<file path="src/rtl/nes_button_events.sv">
// nes_button_events
// Turns the eight NES button levels into press / release / auto-repeat
// events and queues them in a small show-ahead FIFO with valid/ready.
module nes_button_events #(
   parameter int STARTUP_CYCLES = 8192,
   parameter int REPEAT_DELAY   = 25_000_000,
   parameter int REPEAT_PERIOD  = 5_000_000,
   parameter int FIFO_DEPTH     = 4,
   parameter int CNT_W          = 25
) (
   input  logic                          clk,
   input  logic                          reset,
   input  logic                          A,
   input  logic                          B,
   input  logic                          select,
   input  logic                          start,
   input  logic                          up,
   input  logic                          down,
   input  logic                          left,
   input  logic                          right,
   output logic                          ev_valid,
   input  logic                          ev_ready,
   output logic [2:0]                    ev_code,
   output logic [1:0]                    ev_type,
   output logic [7:0]                    btn_level,
   output logic [$clog2(FIFO_DEPTH):0]   ev_count
);

   localparam int AW = $clog2(FIFO_DEPTH);
   localparam logic [CNT_W-1:0] STARTUP_MAX = CNT_W'(STARTUP_CYCLES);
   localparam logic [CNT_W-1:0] DELAY_LAST  = CNT_W'(REPEAT_DELAY - 1);
   localparam logic [CNT_W-1:0] PERIOD_LAST = CNT_W'(REPEAT_PERIOD - 1);
   localparam logic [CNT_W-1:0] CNT_ONE     = CNT_W'(1);
   localparam logic [AW:0]      DEPTH_W     = (AW+1)'(FIFO_DEPTH);
   localparam logic [AW:0]      COUNT_ONE   = (AW+1)'(1);
   localparam logic [AW-1:0]    PTR_ONE     = AW'(1);

   logic [7:0]       r_btnLevel;
   logic [7:0]       r_btnPrev;
   logic [CNT_W-1:0] r_startupCnt;
   logic [7:0]       r_pressPend;
   logic [7:0]       r_releasePend;
   logic [CNT_W-1:0] r_repCnt;
   logic             r_repPhase;
   logic             r_repPend;
   logic [2:0]       r_repTarget;
   logic [2:0]       r_fifoCode [FIFO_DEPTH];
   logic [1:0]       r_fifoType [FIFO_DEPTH];
   logic [AW-1:0]    r_wrPtr;
   logic [AW-1:0]    r_rdPtr;
   logic [AW:0]      r_count;

   logic             w_armed;
   logic [7:0]       w_rise;
   logic [7:0]       w_fall;
   logic [2:0]       w_target;
   logic             w_targetValid;
   logic             w_repHold;
   logic             w_repFire;
   logic             w_evPending;
   logic [2:0]       w_selCode;
   logic [1:0]       w_selType;
   logic             w_enq;
   logic             w_deq;
   logic [7:0]       w_pressClr;
   logic [7:0]       w_releaseClr;
   logic             w_repClr;

   assign w_armed       = (r_startupCnt == STARTUP_MAX);
   assign w_rise        = r_btnLevel & ~r_btnPrev;
   assign w_fall        = ~r_btnLevel & r_btnPrev;
   assign w_targetValid = |r_btnLevel[7:4];
   assign w_repHold     = w_armed && w_targetValid && (r_btnLevel[7:4] == r_btnPrev[7:4]);
   assign w_repFire     = w_repHold && (r_repPhase ? (r_repCnt == PERIOD_LAST)
                                                   : (r_repCnt == DELAY_LAST));

   assign ev_valid  = (r_count != '0);
   assign ev_count  = r_count;
   assign btn_level = r_btnLevel;
   assign ev_code   = r_fifoCode[r_rdPtr];
   assign ev_type   = r_fifoType[r_rdPtr];

   assign w_enq = (r_count < DEPTH_W) && (w_evPending || r_repPend);
   assign w_deq = ev_valid && ev_ready;

   assign w_pressClr   = (w_enq && w_evPending && (w_selType == 2'd0)) ? (8'b1 << w_selCode) : 8'b0;
   assign w_releaseClr = (w_enq && w_evPending && (w_selType == 2'd1)) ? (8'b1 << w_selCode) : 8'b0;
   assign w_repClr     = w_enq && !w_evPending;

   // Repeat target is the lowest-code direction currently held
   always_comb begin
      w_target = 3'd4;
      for (int i = 7; i >= 4; i--) begin
         if (r_btnLevel[i]) w_target = 3'(i);
      end
   end

   // Pick the next event: lowest-code edge first (press before release), then repeat
   always_comb begin
      w_evPending = 1'b0;
      w_selCode   = 3'd0;
      w_selType   = 2'd0;
      for (int i = 7; i >= 0; i--) begin
         if (r_pressPend[i] || r_releasePend[i]) begin
            w_evPending = 1'b1;
            w_selCode   = 3'(i);
            w_selType   = r_pressPend[i] ? 2'd0 : 2'd1;
         end
      end
      if (!w_evPending && r_repPend) begin
         w_selCode = w_target;
         w_selType = 2'd2;
      end
   end

   // Register the raw levels and keep one cycle of history for edge detection
   always_ff @(posedge clk or posedge reset) begin
      if (reset) begin
         r_btnLevel <= 8'h00;
         r_btnPrev  <= 8'h00;
      end else begin
         r_btnLevel <= {right, left, down, up, start, select, B, A};
         r_btnPrev  <= r_btnLevel;
      end
   end

   // Startup holdoff counter saturates once the receiver has had time to scan
   always_ff @(posedge clk or posedge reset) begin
      if (reset) begin
         r_startupCnt <= '0;
      end else if (!w_armed) begin
         r_startupCnt <= r_startupCnt + CNT_ONE;
      end
   end

   // Sticky pending flags so an edge survives a full FIFO until it is queued
   always_ff @(posedge clk or posedge reset) begin
      if (reset) begin
         r_pressPend   <= 8'h00;
         r_releasePend <= 8'h00;
         r_repPend     <= 1'b0;
         r_repTarget   <= 3'd0;
      end else if (!w_armed) begin
         r_pressPend   <= 8'h00;
         r_releasePend <= 8'h00;
         r_repPend     <= 1'b0;
      end else begin
         r_pressPend   <= (r_pressPend & ~w_pressClr) | w_rise;
         r_releasePend <= (r_releasePend & ~w_releaseClr) | w_fall;
         if (w_repFire) begin
            r_repPend   <= 1'b1;
            r_repTarget <= w_target;
         end else if (w_repClr || !r_btnLevel[r_repTarget]) begin
            r_repPend <= 1'b0;
         end
      end
   end

   // Repeat timer: initial delay phase, then periodic phase, restarts on any direction change
   always_ff @(posedge clk or posedge reset) begin
      if (reset) begin
         r_repCnt   <= '0;
         r_repPhase <= 1'b0;
      end else if (!w_repHold) begin
         r_repCnt   <= '0;
         r_repPhase <= 1'b0;
      end else if (w_repFire) begin
         r_repCnt   <= '0;
         r_repPhase <= 1'b1;
      end else begin
         r_repCnt <= r_repCnt + CNT_ONE;
      end
   end

   // Show-ahead event FIFO; reset empties it and clears the head outputs
   always_ff @(posedge clk or posedge reset) begin
      if (reset) begin
         for (int i = 0; i < FIFO_DEPTH; i++) begin
            r_fifoCode[i] <= 3'd0;
            r_fifoType[i] <= 2'd0;
         end
         r_wrPtr <= '0;
         r_rdPtr <= '0;
         r_count <= '0;
      end else begin
         if (w_enq) begin
            r_fifoCode[r_wrPtr] <= w_selCode;
            r_fifoType[r_wrPtr] <= w_selType;
            r_wrPtr             <= r_wrPtr + PTR_ONE;
         end
         if (w_deq) begin
            r_rdPtr <= r_rdPtr + PTR_ONE;
         end
         case ({w_enq, w_deq})
            2'b10:   r_count <= r_count + COUNT_ONE;
            2'b01:   r_count <= r_count - COUNT_ONE;
            default: r_count <= r_count;
         endcase
      end
   end

endmodule

</file>
<file path="config.mk">
export PLATFORM = sky130hd
export DESIGN_NAME = nes_button_events
export DESIGN_NICKNAME = d
export VERILOG_FILES = /design/src/rtl/nes_button_events.sv
export SDC_FILE = /design/constraint.sdc
export NUM_CORES = 1
export LEC_CHECK = 0
export BUFFER_PORTS_ARGS = -buffer_cell sky130_fd_sc_hd__buf_4
export CORE_ASPECT_RATIO = 0.5
export CORE_UTILIZATION = 25
export CTS_CLUSTER_SIZE = 10
export DETAILED_ROUTE_END_ITERATION = 7
export PLACE_DENSITY = 0.4
export SYNTH_ARGS = -nofsm -noshare
export SYNTH_HDL_FRONTEND = slang
export SYNTH_SLANG_ARGS = --single-unit
</file>
<file path="constraint.sdc">
create_clock -name clk -period 6.4 [get_ports clk]
set_input_delay 0.64 -clock clk [delete_from_list [all_inputs] [get_ports clk]]
set_output_delay 0.64 -clock clk [all_outputs]
set_load 0.01 [all_outputs]
</file>
==> results.cfg <==
[pwr]
peakVddDrop_uv = 183
p_leak_uw = 0.00286
p_per_area_nw_per_um2 = 272

[drt]
met3_wirelength_um = 299
wl_met1_mm = 6.56
drcViolationCount = 0
wire_per_inst_um = 14.6
routed_wl_mm = 12.5
first_pass_iters = 4
first_iter_violations = 262
top_layer = met4
wl_met2_mm = 5.51
via_count = 3810
via_per_inst = 4.48
antenna_left = 0

[grt]
grtUsageTotal = 0.118
grt_pass1_vias = 3984
grt-ovfl-total = 0
grt_pass1_wl_mm = 21.3
grt_antenna_before_repair = 0
grt_max_degree = 71

[placed_design]
port_buffers = 27
place_worst_setup_slack_ns = 3.52
hpwlAfterDp_mm = 8.50
dp_cells = 822
place_congestion = 0.771

[clocking]
cts_setup_buffers = 0
clkLatencyLatePin_ns = 0.40
cts_max_level = 4
cts_buffers = 17
cts_resized = 0
clkSinkCount = 114
cts_tree = yes
ctsLongestPathBuffers = 2
clkTransAtPathRegs_ns = 0.05
root_buffer = clkbuf_16
cts_hold_buf = 0

[worst_setup_path]
crit_fanout = 25
crit_required_ns = 6.71
critPathCaptureType = flip-flop
path_class = flip-flop to flip-flop
crit_path_start_kind = flip-flop
worstPathArrival_ns = 3.10

[hold_path]
min_path_type = input port to async pin

[cells_and_area]
antenna-diode-count = 0
layout_common_cells = dfrtp_1 (114), nor2_1 (60), xnor2_1 (33)
drive_gt1_frac = 0.172
final_common_cell = dfrtp_1
fin_cells = 851
nets = 569
areaGrowthSynthToFinish_pct = 18.8

[sta]
finalCritPeriodShare = 0.436
rsz0062_at_grt = false
fin_skew_ns = 0.00804
relSlewSlack = 0.358
tightestPinTransition_ns = 0.962
whs_ns = 0.319
max_freq_ghz = 0.359
finalMaxSlewViolations = 0
period_minus_slack_ns = 2.79
final_hold_viol_count = 0
finalSetupTns_ns = 0
fin_ws_ns = 3.61
setup_viol = 0

[floorplanning]
fp-row-count = 38
die_w_um = 214
io_pins = 28
fp.dieArea_um2 = 23100
fp.dieH_um = 108
core_area_um2 = 21800
start_util = 0.257

[logic_synthesis]
synth.avg_cell_area_um2 = 11.1
synthArstFlopShare = 1.00
syn_nets = 535
synth_cell_types = 48
synthFlopType = dfrtp_1
synth_edf_count = 0
ys_ff_latch = 114
synthCells = 507
yosys_warnings = 0
syn_area_um2 = 5620
ys_seq_area_frac = 0.508

[flow_run]
drv_cap = 0

[outcome]
status = completed
layout make-up:
cell class	count	area (um^2)
Clock buffer	24	502
Multi-Input combinational cell	353	2570
Timing Repair Buffer	29	218
Fill cell	2207	15100
Clock inverter	5	52.6
Tap cell	300	375
Inverter	26	100
Sequential cell	114	2850
registers in the layout, summed over array words and instances (netlist names):
signal / cells
r_repCnt: 25
r_startupCnt: 25
r_fifoCode: 12
btn_level: 8
r_btnPrev: 8
r_fifoType: 8
r_pressPend: 8
r_releasePend: 8
ev_count: 3
r_repTarget: 3
r_rdPtr: 2
r_wrPtr: 2
r_repPend: 1
r_repPhase: 1
synthesized netlist by cell type (2+ instances only):
| cell | number | area share |
|---|---|---|
| buf_4 | 2 | 0.0027 |
| or4_1 | 6 | 0.0080 |
| a2111oi_2 | 2 | 0.0053 |
| mux2_2 | 4 | 0.0080 |
| and2_1 | 3 | 0.0033 |
| ha_1 | 16 | 0.036 |
| a41oi_1 | 2 | 0.0031 |
| mux4_2 | 7 | 0.028 |
| buf_6 | 4 | 0.0080 |
| o41a_1 | 2 | 0.0040 |
| nand4_1 | 15 | 0.017 |
| a2bb2oi_1 | 4 | 0.0062 |
| o21ai_0 | 21 | 0.019 |
| and4_1 | 2 | 0.0031 |
| xnor2_1 | 33 | 0.051 |
| nor4b_1 | 5 | 0.0078 |
| dfrtp_1 | 114 | 0.51 |
| o21a_1 | 2 | 0.0027 |
| or3_1 | 2 | 0.0022 |
| or2_2 | 3 | 0.0033 |
| nor2_1 | 60 | 0.040 |
| a211oi_1 | 3 | 0.0040 |
| a31oi_1 | 9 | 0.010 |
| buf_2 | 2 | 0.0018 |
| nand2b_1 | 8 | 0.0089 |
| nand2_1 | 24 | 0.016 |
| mux2_4 | 16 | 0.043 |
| nor4_1 | 12 | 0.013 |
| and2_4 | 4 | 0.0062 |
| nor3_1 | 9 | 0.0080 |
| inv_1 | 26 | 0.017 |
| xor2_1 | 20 | 0.031 |
| clkbuf_1 | 6 | 0.0040 |
| a21oi_1 | 8 | 0.0071 |
| and3_1 | 8 | 0.0089 |
| nand3_1 | 23 | 0.020 |
| nor2b_1 | 9 | 0.010 |
path summary, 6_finish.rpt:
| kind | start | to | slack (ns) | cells past startpoint |
|---|---|---|---|---|
| max | r_startupCnt[0]$_DFFE_PP0N_ | r_repCnt[3]$_DFF_PP0_ | 3.61 | 7 |
| min | reset | r_repCnt[0]$_DFF_PP0_ | 0.32 | 2 |
| max reg2reg | r_startupCnt[0]$_DFFE_PP0N_ | r_repCnt[3]$_DFF_PP0_ | 3.61 | 7 |
| min reg2reg | btn_level[2]$_DFF_PP0_ | r_btnPrev[2]$_DFF_PP0_ | 0.47 | 0 |
| max in group asynchronous | reset | btn_level[6]$_DFF_PP0_ | 4.74 | 3 |
| min in group clk | down | btn_level[5]$_DFF_PP0_ | 0.34 | 1 |
metrics by stage:
step            util  total power, uW  instance area, um^2
2_1_floorplan      -              879                 5620
3_3_place_gp   0.280              940                 6120
3_5_place_dp   0.280              940                 6120
4_1_cts        0.306             1850                 6670
5_1_grt        0.306             1910                 6670
6_report       0.306             1820                 6670
critical path, stage by stage (launching register included):
cell	delay [ns]
dfrtp_1	0.44
inv_1	0.08
ha_1	0.15
nor4b_1	0.24
nand4_1	0.30
a2111oi_2	0.58
nand2b_1	0.63
nor2_1	0.27
report_power, final:
| group | switching [uW] | internal, uW |
|---|---|---|
| clock network | 318 | 577 |
| registers | 43.6 | 744 |
| logic | 67.2 | 66.5 |
per-layer routing:
metal	track usage	vias to the layer above
met1	0.164	1903
met3	0.0250	7
met4	0.0447	0
li1	-	1854
met5	0	-
met2	0.179	46
logic make-up (layout without fill, tap and decap cells):
family | after synthesis | in the layout | synth area share
xor+xnor | 53 | 53 | 0.0826
compound gates | 61 | 61 | 0.0764
buf+inv | 40 | 84 | 0.0339
simple gates | 195 | 195 | 0.181
fa+ha+maj | 17 | 17 | 0.0392
mux | 27 | 27 | 0.0789
flops | 114 | 114 | 0.508
No activity file was read; power rests on OpenSTA's default activity.
